==> src/rtl/program_loader.sv <==
// Framed serial program loader: parses SYNC/LEN/(HI,LO)*/CSUM bytes into text RAM writes
// and holds the core in reset while loading. Optional checksum: PROGRAM_LOADER_CHECKSUM_EN.
module program_loader #(
  parameter int          ADDR_WIDTH        = 8,
  parameter int          INSTRUCTION_WIDTH = 4,
  parameter int          DATA_WIDTH        = ADDR_WIDTH + INSTRUCTION_WIDTH,
  parameter logic [7:0]  SYNC_BYTE         = 8'hA5
) (
  input  logic                  clk,
  input  logic                  reset,
  input  logic [7:0]            rx_data,
  input  logic                  rx_valid,
  output logic                  rx_ready,
  output logic                  program_write,
  output logic [DATA_WIDTH-1:0] program_cmd,
  output logic [ADDR_WIDTH-1:0] program_addr,
  output logic                  core_reset_n,
  output logic                  load_done,
  output logic                  load_error
);

  typedef enum logic [2:0] {
    S_IDLE, S_LEN, S_HI, S_LO, S_WRITE, S_CSUM, S_DONE, S_ERR
  } state_t;

  state_t                 state, state_nxt;
  logic [DATA_WIDTH-9:0]  hi_q;
  logic [7:0]             cnt_q;
  logic                   accept;
`ifdef PROGRAM_LOADER_CHECKSUM_EN
  logic [7:0]             csum_q;
`endif

  assign accept = rx_valid & rx_ready;

  always_comb begin
    state_nxt = state;
    case (state)
      S_IDLE, S_DONE, S_ERR:
        if (accept && rx_data == SYNC_BYTE) state_nxt = S_LEN;
      S_LEN:
        if (accept) begin
          if (rx_data == 8'd0)
`ifdef PROGRAM_LOADER_CHECKSUM_EN
            state_nxt = S_CSUM;
`else
            state_nxt = S_DONE;
`endif
          else
            state_nxt = S_HI;
        end
      S_HI:
        if (accept) state_nxt = S_LO;
      S_LO:
        if (accept) state_nxt = S_WRITE;
      S_WRITE:
        if (cnt_q != 8'd1) state_nxt = S_HI;
        else
`ifdef PROGRAM_LOADER_CHECKSUM_EN
          state_nxt = S_CSUM;
`else
          state_nxt = S_DONE;
`endif
`ifdef PROGRAM_LOADER_CHECKSUM_EN
      S_CSUM:
        if (accept) state_nxt = (rx_data == csum_q) ? S_DONE : S_ERR;
`endif
      default: state_nxt = S_IDLE;
    endcase
  end

  always_ff @(posedge clk) begin
    if (!reset) begin
      state        <= S_IDLE;
      hi_q         <= '0;
      cnt_q        <= '0;
      program_cmd  <= '0;
      program_addr <= '0;
`ifdef PROGRAM_LOADER_CHECKSUM_EN
      csum_q       <= '0;
`endif
    end else begin
      state <= state_nxt;
      case (state)
        S_LEN: if (accept) begin
          cnt_q        <= rx_data;
          program_addr <= '0;
`ifdef PROGRAM_LOADER_CHECKSUM_EN
          csum_q       <= '0;
`endif
        end
        S_HI: if (accept) begin
          hi_q <= rx_data[DATA_WIDTH-9:0];
`ifdef PROGRAM_LOADER_CHECKSUM_EN
          csum_q <= csum_q ^ rx_data;
`endif
        end
        // Word is assembled on LO acceptance so it is stable for the whole WRITE cycle.
        S_LO: if (accept) begin
          program_cmd <= {hi_q, rx_data};
`ifdef PROGRAM_LOADER_CHECKSUM_EN
          csum_q <= csum_q ^ rx_data;
`endif
        end
        S_WRITE: begin
          program_addr <= program_addr + ADDR_WIDTH'(1);
          cnt_q        <= cnt_q - 8'd1;
        end
        default: ;
      endcase
    end
  end

  assign rx_ready      = (state != S_WRITE);
  assign program_write = (state == S_WRITE);
  assign core_reset_n  = (state == S_IDLE) || (state == S_DONE);
  assign load_done     = (state == S_DONE);
`ifdef PROGRAM_LOADER_CHECKSUM_EN
  assign load_error    = (state == S_ERR);
`else
  assign load_error    = 1'b0;
`endif

endmodule

==> config.mk <==
export PLATFORM = sky130hd
export DESIGN_NAME = program_loader
export DESIGN_NICKNAME = d
export VERILOG_FILES = /design/src/rtl/program_loader.sv
export SDC_FILE = /design/constraint.sdc
export NUM_CORES = 1
export LEC_CHECK = 0
export CORE_UTILIZATION = 54
export CTS_CLUSTER_SIZE = 14
export DETAILED_ROUTE_END_ITERATION = 8
export PLACE_DENSITY_LB_ADDON = 0.25
export SLEW_MARGIN = 20
export SYNTH_ARGS = -nofsm -noshare
export SYNTH_HDL_FRONTEND = slang
export SYNTH_SLANG_ARGS = --single-unit
==> constraint.sdc <==
create_clock -name clk -period 3.8 [get_ports clk]
set_input_delay 0.95 -clock clk [delete_from_list [all_inputs] [get_ports clk]]
set_output_delay 0.95 -clock clk [all_outputs]
set_load 0.03 [all_outputs]
* Yosys cells after proc, flatten, opt, wreduce, memory -nomap -nowiden
Index checks and enable logic that the tools add are counted.
** Operators by class
- Bitwise logic cells :: 1
- Multiplexer cells :: 11
- Reductions and logical operators :: 10
- Equality and inequality tests :: 13
- Add/sub/neg operators :: 2
** Operators by type and width (number)
- 8-bit one-hot mux with 2 select lines :: 2
- 3-bit two-way mux :: 6
- 8-bit two-way mux :: 2
- 3-bit one-hot mux with 5 select lines :: 1
- 3-bit == test, second input constant :: 3
- 8-bit by 1-bit adder with 8-bit output, second input constant :: 1
- 8-bit == test, second input constant :: 1
- 8-bit zero test :: 1
- 2-bit inequality test, second input constant :: 4
- 8-bit by 1-bit inequality test with 1-bit output, second input constant :: 1
- 8-bit by 1-bit subtractor with 8-bit output, second input constant :: 1
- 3-bit by 2-bit == test with 1-bit output, second input constant :: 2
- 2-bit AND reduction :: 3
- 4-bit AND reduction :: 1
- 3-bit by 1-bit == test with 1-bit output, second input constant :: 1
- 3-bit zero test :: 1
- 3-bit inequality test, second input constant :: 1
- 3-bit OR reduction :: 1
- 2-bit nonzero test :: 1
- 1-bit AND :: 1
- 1-bit logical AND :: 1
- 1-bit logical OR :: 1
** Storage, ports and cells
- Register bits after elaboration :: 35
- Word-level logic and storage cells :: 42
- Input port bits :: 11
- Output and inout bits :: 25

* Longest topological paths before layout
Gate-level depths: netlist of the first run.
- Depth in word-level cells :: 5
- Mapped depth :: 7
- Mapped depth without buffers :: 6

* Worst setup path after synthesis of the first run
No wires, ideal clock.
- Path type :: register to output
- Start point :: register state[0]
- End point :: output port program_write
- Setup slack :: 1575 ps
- Data arrival time :: 1275 ps
- Cell stages (with the launch flop) :: 6
- Data required time :: 2850 ps
- Cell sequence :: dfxtp_1 buf_6 or3b_1 buf_2 inv_1 buf_2
** On the way
- Cells in the longest elaborated chain, start to end :: 1
** Ends and longest elaborated chain
- start: declaration :: RTL line 26 : state_t state, state_nxt;
- start signal: assignment :: RTL line 83 : state <= state_nxt;
- 3-bit == test :: RTL line 115 : assign program_write = (state == S_WRITE);
- end: declaration :: RTL line 14 : output logic program_write,
Every way passes these cells.

* Worst setup path in the final report of the first run
- Start point :: register state[2]
- End point :: output port program_write
The elaborated chain is that of the path after synthesis.

==> qor.yml, run 1 <==
status: "complete, but fails checks"
regToRegEndpoint: "program_addr[7]"
path_class: "flop to primary output"
syn_to_final_growth_pct: 25.3
dr.first_iter.drc_count: 68
arrival_ns: 2.36
coreArea_mm2: 0.00283
grt_pass1_wl_mm: 7.30
seqPwrFrac_pct: 36.9
fmax_mhz: 302
synth_ff_type: "dfxtp_1"
post-dp-hpwl_mm: 2.99
start_util_pct: 59.0
layout_common_cells: "dfxtp_1 (35), clkdlybuf4s50_1 (34), nand2_1 (30), a21oi_1 (28), nor2_1 (23)"
root_buffer: "clkbuf_4"
cts_resized: 0
maxCapViolations: 0
grt_overflow_total: 0
r2r-start: "state[2]"
antenna_found_initial: 0
wirelength_mm: 4.32
numClockSinks: 35
numCtsBuffers: 5
crit_path_start_kind: "flop"
p_comb_share_pct: 38.0
final-max-slew-violation-count: 0
htree_levels: 2
vias: 1646
drc: 2
setup_viol: 0
syn_area_per_cell_um2: 8.06
min-delay-path-class: "flop to flop"
rsz0062_at_grt: "false"
power_density_mw_per_mm2: 644
r2r_slack_ns: 1.82
violations: "design-rule violations"
syn_nets: 221
first_pass_iters: 6
cts_setup_buffers: 0
slew_headroom_pct: 39.6
insertedDiodeCount: 0
die_area_mm2: 0.00331
ant_nets: 0
synth_edf_count: 0
cts_tree: "built"
final_common_cell: "dfxtp_1"
required_ns: 2.85
grt_max_degree: 30
syn_area_mm2: 0.00167
io_pins: 36
final.min_clock_period_ns: 3.31
p_sw_share_pct: 37.8
switchingPower_mw: 0.508
p_leak_nw: 0.736
grt_use_total_pct: 29.5
total_power_mw: 1.35
cts_buffer_depth: 2
grt_pass1_vias: 1626
drive_gt1_share_pct: 5.06
yosys_warnings: 0
reg2reg_depth: 5
netlist_instances: 207
hold_buffers: 0
port_buffers: 34
p_clk_share_pct: 25.1
die_w_um: 57.6
crit_path_end_kind: "primary output"
irDropWorstVdd_mv: 0.449
rows: 19
vias_per_cell: 6.14
yosysSeqAreaShare_pct: 42.0
startpoint: "state[2]"
die_h_um: 57.6
nets: 250
clk_pin_slew_worst_paths_ns: 0.11
wire_per_inst_um: 16.1
internal_power_mw: 0.837
synth_cell_type_count: 50
worstMarginPinSlew_ns: 0.906
skew_ns: 0.00847
place_congestion: 0.857
hold_viol: 0
fin_setup_tns_ns: 0
finalCritPeriodShare_pct: 87.2
crit_end: "program_write"
synth-seq-cells: 35
synth-async-reset-ratio_pct: 0
clk_latency_ns: 0.36
path_max_fanout: 14
==> worst min-delay path by stage <==
stage | startpoint | endpoint | slack (ns) | cells past startpoint
after floorplan | hi_q[2] | program_cmd[10] | 0.43 | 2
after global placement | program_cmd[5] | program_cmd[5] | 0.44 | 2
after detailed placement | program_cmd[1] | program_cmd[1] | 0.45 | 2
after CTS | program_cmd[1] | program_cmd[1] | 0.47 | 2
after global routing | program_cmd[6] | program_cmd[6] | 0.50 | 2
final | program_cmd[10] | program_cmd[10] | 0.46 | 2
==> flip-flops by register name, summed over array words and instances (netlist names) <==
signal,flops
state,3
program_addr,8
program_cmd,12
cnt_q,8
hi_q,4
==> through the flow <==
| step | hold slack, ns | util (%) | worst slack, ns | instances | area, um^2 |
|---|---|---|---|---|---|
| global route | 0.498 | 73.9 | 0.365 | 268 | 2090 |
| finish | 0.463 | 73.9 | 0.487 | 268 | 2090 |
| floorplan | 0.431 | - | 1.57 | 207 | 1670 |
| global placement | 0.443 | 70.3 | 0.988 | 260 | 1990 |
| detailed placement | 0.450 | 70.3 | 0.936 | 260 | 1990 |
| CTS | 0.469 | 73.9 | 0.531 | 268 | 2090 |
==> power groups by stage <==
| stage | Clock, mW | Sequential, mW | Combinational [mW] |
|---|---|---|---|
| 6_report | 0.337 | 0.497 | 0.511 |
| 5_1_grt | 0.359 | 0.507 | 0.567 |
| 4_1_cts | 0.340 | 0.492 | 0.505 |
| 2_1_floorplan | 0 | 0.474 | 0.394 |
| 3_3_place_gp | 0 | 0.493 | 0.487 |
| 3_5_place_dp | 0 | 0.501 | 0.501 |
==> per-layer routing <==
metal  vias up  GRT usage (%)  share of wire (%)
li1        793              -                  -
met1       771           34.0                 42
met2        69           48.7                 49
met3        13           9.75                6.9
met4         0           15.0                2.1
met5         -              0                  0
==> kinds of logic after synthesis <==
kind of cell / share of synthesized area (%)
simple gates: 23.8
mux: 3.08
fa+ha+maj: 2.25
xor+xnor: 0.525
flops: 42.0
buf+inv: 5.78
other cells: 0.225
compound gates: 22.4
==> worst max-delay path: stages (launching register included) <==
cell and delay [ns]:
dfxtp_1 0.51, or3b_1 0.42, inv_1 0.32, clkdlybuf4s50_1 0.76
==> synthesized netlist by cell type (2+ instances only) <==
library cell / instances / area [um^2]
a21o_1: 2 / 15.0
a21oi_1: 28 / 140
a2bb2oi_1: 2 / 17.5
a31oi_1: 3 / 18.8
and3_1: 2 / 12.5
buf_2: 2 / 10.0
buf_4: 2 / 15.0
clkbuf_1: 7 / 26.3
dfxtp_1: 35 / 701
ha_1: 3 / 37.5
inv_1: 8 / 30.0
mux2i_1: 4 / 40.0
nand2_1: 30 / 113
nand2b_1: 3 / 18.8
nand3_1: 4 / 20.0
nand3b_1: 2 / 15.0
nand4_1: 2 / 12.5
nor2_1: 23 / 86.3
nor3_1: 2 / 10.0
nor4_1: 5 / 31.3
o21ai_0: 7 / 35.0
o311ai_0: 2 / 17.5
or4_1: 2 / 15.0
==> cell type report <==
cell class / count / area [um^2]
Clock buffer: 6 / 41.3
Clock inverter: 2 / 60.1
Fill cell: 215 / 739
Inverter: 8 / 30.0
Multi-Input combinational cell: 151 / 871
Sequential cell: 35 / 701
Tap cell: 31 / 38.8
Timing Repair Buffer: 35 / 348
No activity file was read; power rests on OpenSTA's default activity.
==> run 2: changes to the inputs <==
Settings changed: CAP_MARGIN from default to 40.
==> run 2 against run 1 <==
Compared with the run above: the flow still finishes with violations (design-rule violations); sequential share of layout area decreased by 0.44 points; global-route usage is 0.86 points lower; cell area increased by 1.3%; worst hold slack gained 0.0029 ns; utilization increased by 0.97 points; clock-buffer cell count is the same; first-iteration DRC count decreased by 13%; combinational power hardly changed; maximum frequency about the same; highest routed layer unchanged.
==> qor.yml, run 2 (synthesis gave the netlist of run 1 again) <==
status: "complete, but fails checks"
violations: "design-rule violations"
nFillCells: 226
grt_max_degree: 21
ant_nets: 0
worstMarginPinSlew_ns: 0.766
cts_tree: "built"
wirelength_met1_mm: 1.73
nets: 251
setup_viol: 0
crit_path_start_kind: "flop"
root_buffer: "clkbuf_4"
first_pass_iters: 6
insertedDiodeCount: 0
grt_pass1_vias: 1573
crit_chain: "or3b_1 > inv_1 > clkdlybuf4s50_1"
r2r_slack_ns: 1.84
irDropWorstVdd_mv: 0.434
fin_setup_tns_ns: 0
grt_pass1_wl_mm: 7.17
start_util_pct: 59.0
top_register: "program_cmd"
cts_setup_buffers: 0
critPathSlowestCell: "clkdlybuf4s50_1"
clk_latency_ns: 0.35
rsz0062_at_grt: "false"
place_congestion: 0.857
drc: 2
final_common_cell: "dfxtp_1"
cts_buffer_depth: 2
grt_overflow_total: 0
rows: 19
post-dp-hpwl_mm: 3.03
final_core_util_pct: 74.8
reg_top3: "program_cmd: 12 flops, cnt_q: 8 flops, program_addr: 8 flops"
final-max-slew-violation-count: 0
coreArea_mm2: 0.00283
numClockSinks: 35
wire_per_inst_um: 15.9
path_max_fanout: 14
wirelength_mm: 4.28
hold_viol: 0
cts_resized: 0
arrival_ns: 2.36
hold_buffers: 0
largest_reg_flops: 12
slew_headroom_pct: 48.5
clk_pin_slew_worst_paths_ns: 0.11
layout_common_cells: "dfxtp_1 (35), clkdlybuf4s50_1 (34), nand2_1 (30), a21oi_1 (28), nor2_1 (23)"
die_area_mm2: 0.00331
wl_met3_um: 324
setup_ws_ns: 0.488
min-delay-path-class: "flop to flop"
highest_layer: "met4"
io_pins: 36
numCtsBuffers: 5
maxCapViolations: 0
die_w_um: 57.6
fmax_mhz: 302
path_class: "flop to primary output"
finalCritPeriodShare_pct: 87.2
vias_per_cell: 6.09
grt_use_total_pct: 28.6
port_buffers: 34
regArea_um2: 701
crit_path_end_kind: "primary output"
max_stage_delay_ns: 0.76
antenna_found_initial: 0
vias: 1638
route.met2.wl_mm: 2.10
htree_levels: 2
multi_input_area_um2: 871
preCtsSetupSlack_ns: 0.929
die_h_um: 57.6
syn_to_final_growth_pct: 26.9
dr.first_iter.drc_count: 59
drive_gt1_share_pct: 5.46
skew_ns: 0.00920
required_ns: 2.85
p_leak_nw: 0.748
final.min_clock_period_ns: 3.31
power_density_mw_per_mm2: 635
run 2: cell count changes in the layout (fill, tap and decap cells not counted), sizes merged:
cell | previous run | this run
buf | 1 | 2
run 2: where the power goes:
group	switching, mW	internal (mW)	total [mW]	leakage (nW)
logic	0.296	0.215	0.511	0.413
registers	0.0782	0.419	0.497	0.283
clock network	0.131	0.205	0.337	0.0525
total	0.506	0.839	1.34	0.748
run 2: per-layer routing:
layer | track usage [%] | up-vias
li1 | - | 796
met1 | 35.1 | 764
met2 | 46.2 | 64
met3 | 7.71 | 14
met4 | 14.3 | 0
met5 | 0 | -
run 2: final timing paths:
check / from / endpoint / cells past startpoint
worst max-delay path: state[2] / program_write / 3
worst min-delay path: program_cmd[10] / program_cmd[10] / 2
worst max register to register: state[2] / program_addr[7] / 5
worst min register to register: program_cmd[10] / program_cmd[10] / 2
run 2: per-stage QoR:
stage	total power [mW]	cells	hold WS [ns]	cell area (um^2)
3_3_place_gp	0.980	260	0.443	1990
6_report	1.34	269	0.466	2120
2_1_floorplan	0.868	207	0.431	1670
5_1_grt	1.43	269	0.484	2120
3_5_place_dp	1.01	261	0.452	2020
4_1_cts	1.34	269	0.467	2120
run 2: worst max-delay path: cells and delay by family (launching register included):
kind	cells	cell delay [ns]
buffers and inverters	2	1.07
flip-flops	1	0.53
AND/OR/NAND/NOR	1	0.41
run 2: layout make-up:
type                            instances  share of cell area, %
Multi-Input combinational cell        151                   41.1
Clock buffer                            6                   1.95
Timing Repair Buffer                   36                   17.7
Tap cell                               31                   1.83
Inverter                                8                   1.42
Sequential cell                        35                   33.1
Clock inverter                          2                   2.84
==> run 3: changes to the inputs <==
Settings changed: ABC_AREA from default to 1, CORE_UTILIZATION 54 to 55.
==> run 3 against run 2 <==
Compared with the run above: the flow now finishes without violations; worst hold slack worse by 0.019 ns; synthesized area grew 7.4%; critical path depth up 1; setup slack gained 0.19 ns; synthesized cell count rose by 28%; flip-flop and latch count is the same; cell area rose by 5.1%; register-to-register slack better by 0.16 ns; global-route usage fell by 4.0 points; final cell count grew 28%; sequential share of layout area is 1.6 points lower; critical endpoint is now rx_ready; highest routed layer unchanged.
==> qor.yml, run 3 <==
grt_use_total_pct: 24.7
reg2reg_depth: 5
cts_tree: "built"
crit_path_start_kind: "flop"
grt_pass1_vias: 1455
layout_common_cells: "nand2_1 (55), inv_1 (38), dfxtp_1 (35), clkdlybuf4s50_1 (34), a21oi_1 (33)"
hold_buffers: 0
yosys_warnings: 0
cp_top_family: "buffers and inverters"
critPathSlowestCell: "clkdlybuf4s50_1"
grt_overflow_total: 0
fin_setup_tns_ns: 0
regToRegEndpoint: "program_cmd[6]"
coreArea_mm2: 0.00308
crit_buf_inv: 3
drive_gt1_share_pct: 6.33
final_common_cell: "nand2_1"
die_w_um: 59.1
synth_edf_count: 0
power_density_mw_per_mm2: 647
total_power_mw: 1.44
r2r_slack_ns: 2.00
min-delay-path-class: "flop to flop"
finalCritPeriodShare_pct: 82.2
netlist_instances: 265
wire_per_inst_um: 11.3
ant_nets: 0
nets: 313
rsz0062_at_grt: "false"
netlist_top_cells_area: "dfxtp_1 (39%), nand2_1 (12%), a21oi_1 (9.2%)"
wirelength_mm: 3.89
cts_setup_buffers: 0
synth_cell_type_count: 29
cts_resized: 0
post-dp-hpwl_mm: 2.76
clk_latency_ns: 0.35
max_stage_delay_ns: 0.65
synth_commonest_cells: "nand2_1 (55), inv_1 (38), dfxtp_1 (35), a21oi_1 (33), o21ai_0 (28)"
synth_most_common_cell: "nand2_1"
synth_top_area_share_pct: 39.1
crit_path_end_kind: "primary output"
multi_input_area_um2: 878
maxCapViolations: 0
final-max-slew-violation-count: 0
syn_nets: 279
yosys.area_share.simple_pct: 27.3
synthMuxAreaShare_pct: 0
antenna_found_initial: 0
arrival_ns: 2.17
drc: 0
required_ns: 2.85
synthAdderAreaFrac_pct: 2.10
root_buffer: "clkbuf_4"
vias: 1713
htree_levels: 2
crit_chain: "inv_2 > nor3_2 > inv_1 > clkdlybuf4s50_1"
top_register: "program_cmd"
start_util_pct: 58.2
grt_max_degree: 25
path_max_fanout: 8
slew_headroom_pct: 48.5
numCtsBuffers: 5
largest_reg_flops: 12
r2r-start: "state[0]"
yosysSeqAreaShare_pct: 39.1
place_congestion: 0.817
syn_area_mm2: 0.00179
path_class: "flop to primary output"
synth-compound-area-share_pct: 19.0
numClockSinks: 35
hold_viol: 0
io_pins: 36
die_h_um: 59.1
cp.depth: 4
synth_top_family_by_area: "simple AND/OR/NAND/NOR gates"
synth-async-reset-ratio_pct: 0
synth_ff_type: "dfxtp_1"
holdPathStages: 2
status: "finished clean"
regArea_um2: 701
final.min_clock_period_ns: 3.12
insertedDiodeCount: 0
die_area_mm2: 0.00349
rows: 20
reg_top3: "program_cmd: 12 flops, cnt_q: 8 flops, program_addr: 8 flops"
p_leak_nw: 0.875
port_buffers: 34
clk_pin_slew_worst_paths_ns: 0.10
fmax_mhz: 320
synth-seq-cells: 35
yosysTopAreaCell: "dfxtp_1"
setup_viol: 0
worstMarginPinSlew_ns: 0.771
nFillCells: 274
irDropWorstVdd_mv: 0.428
cts_buffer_depth: 2
skew_ns: 0.0127
first_pass_iters: 4
startpoint: "state[2]"
crit_end: "rx_ready"
whs_ns: 0.447
grt_pass1_wl_mm: 6.38
syn_to_final_growth_pct: 24.3
vias_per_cell: 4.98
dr.first_iter.drc_count: 81
synthXorXnorAreaFrac_pct: 0.489
syn_area_per_cell_um2: 6.76
run 3: worst reg2reg max path, stage by stage (launching register included):
cell,delay (ns)
dfxtp_1,0.42
inv_1,0.11
nor2_4,0.14
nand3_1,0.55
o21ai_0,0.41
a21oi_1,0.06
run 3: power breakdown:
part | total [mW] | internal [mW] | switching (mW)
Sequential | 0.502 | 0.433 | 0.0698
Clock | 0.282 | 0.155 | 0.127
Combinational | 0.656 | 0.242 | 0.414
run 3: metrics by stage:
stage	cells	area (um^2)	setup WS (ns)	utilization, %
floorplan	265	1790	1.61	-
global placement	336	2140	1.14	69.5
detailed placement	336	2140	1.09	69.5
CTS	344	2230	0.688	72.3
global route	344	2230	0.518	72.3
finish	344	2230	0.676	72.3
run 3: how the worst min path moves through the flow:
| stage | from | slack [ns] | endpoint |
|---|---|---|---|
| floorplan | hi_q[3] | 0.42 | hi_q[3] |
| global placement | hi_q[2] | 0.43 | hi_q[2] |
| detailed placement | program_cmd[10] | 0.43 | program_cmd[10] |
| CTS | program_cmd[10] | 0.45 | program_cmd[10] |
| global route | program_cmd[10] | 0.47 | program_cmd[10] |
| finish | program_cmd[4] | 0.45 | program_cmd[4] |
run 3: area by class of cell:
class / count / share of cell area [%]
Timing Repair Buffer: 36 / 16.0
Multi-Input combinational cell: 181 / 39.5
Clock buffer: 6 / 2.30
Tap cell: 44 / 2.47
Clock inverter: 2 / 1.57
Sequential cell: 35 / 31.5
Inverter: 40 / 6.75
run 3: cell families (layout without fill, tap and decap cells):
logic type / count (synthesis) / count (layout)
AND/OR/NAND/NOR: 110 / 110
AO/OA/AOI/OAI: 66 / 66
buffers and inverters: 49 / 84
flip-flops: 35 / 35
adder cells (fa/ha/maj): 3 / 3
other: 1 / 1
XOR/XNOR: 1 / 1
run 3: layer usage:
layer | up-vias | share of wire (%) | GRT usage [%] | routed length, um
met5 | - | 0 | 0 | 0
met1 | 753 | 49 | 31.6 | 1920
met2 | 31 | 45 | 38.3 | 1730
met4 | 0 | 2.3 | 15.0 | 89
met3 | 10 | 3.7 | 4.80 | 143
li1 | 919 | - | - | -
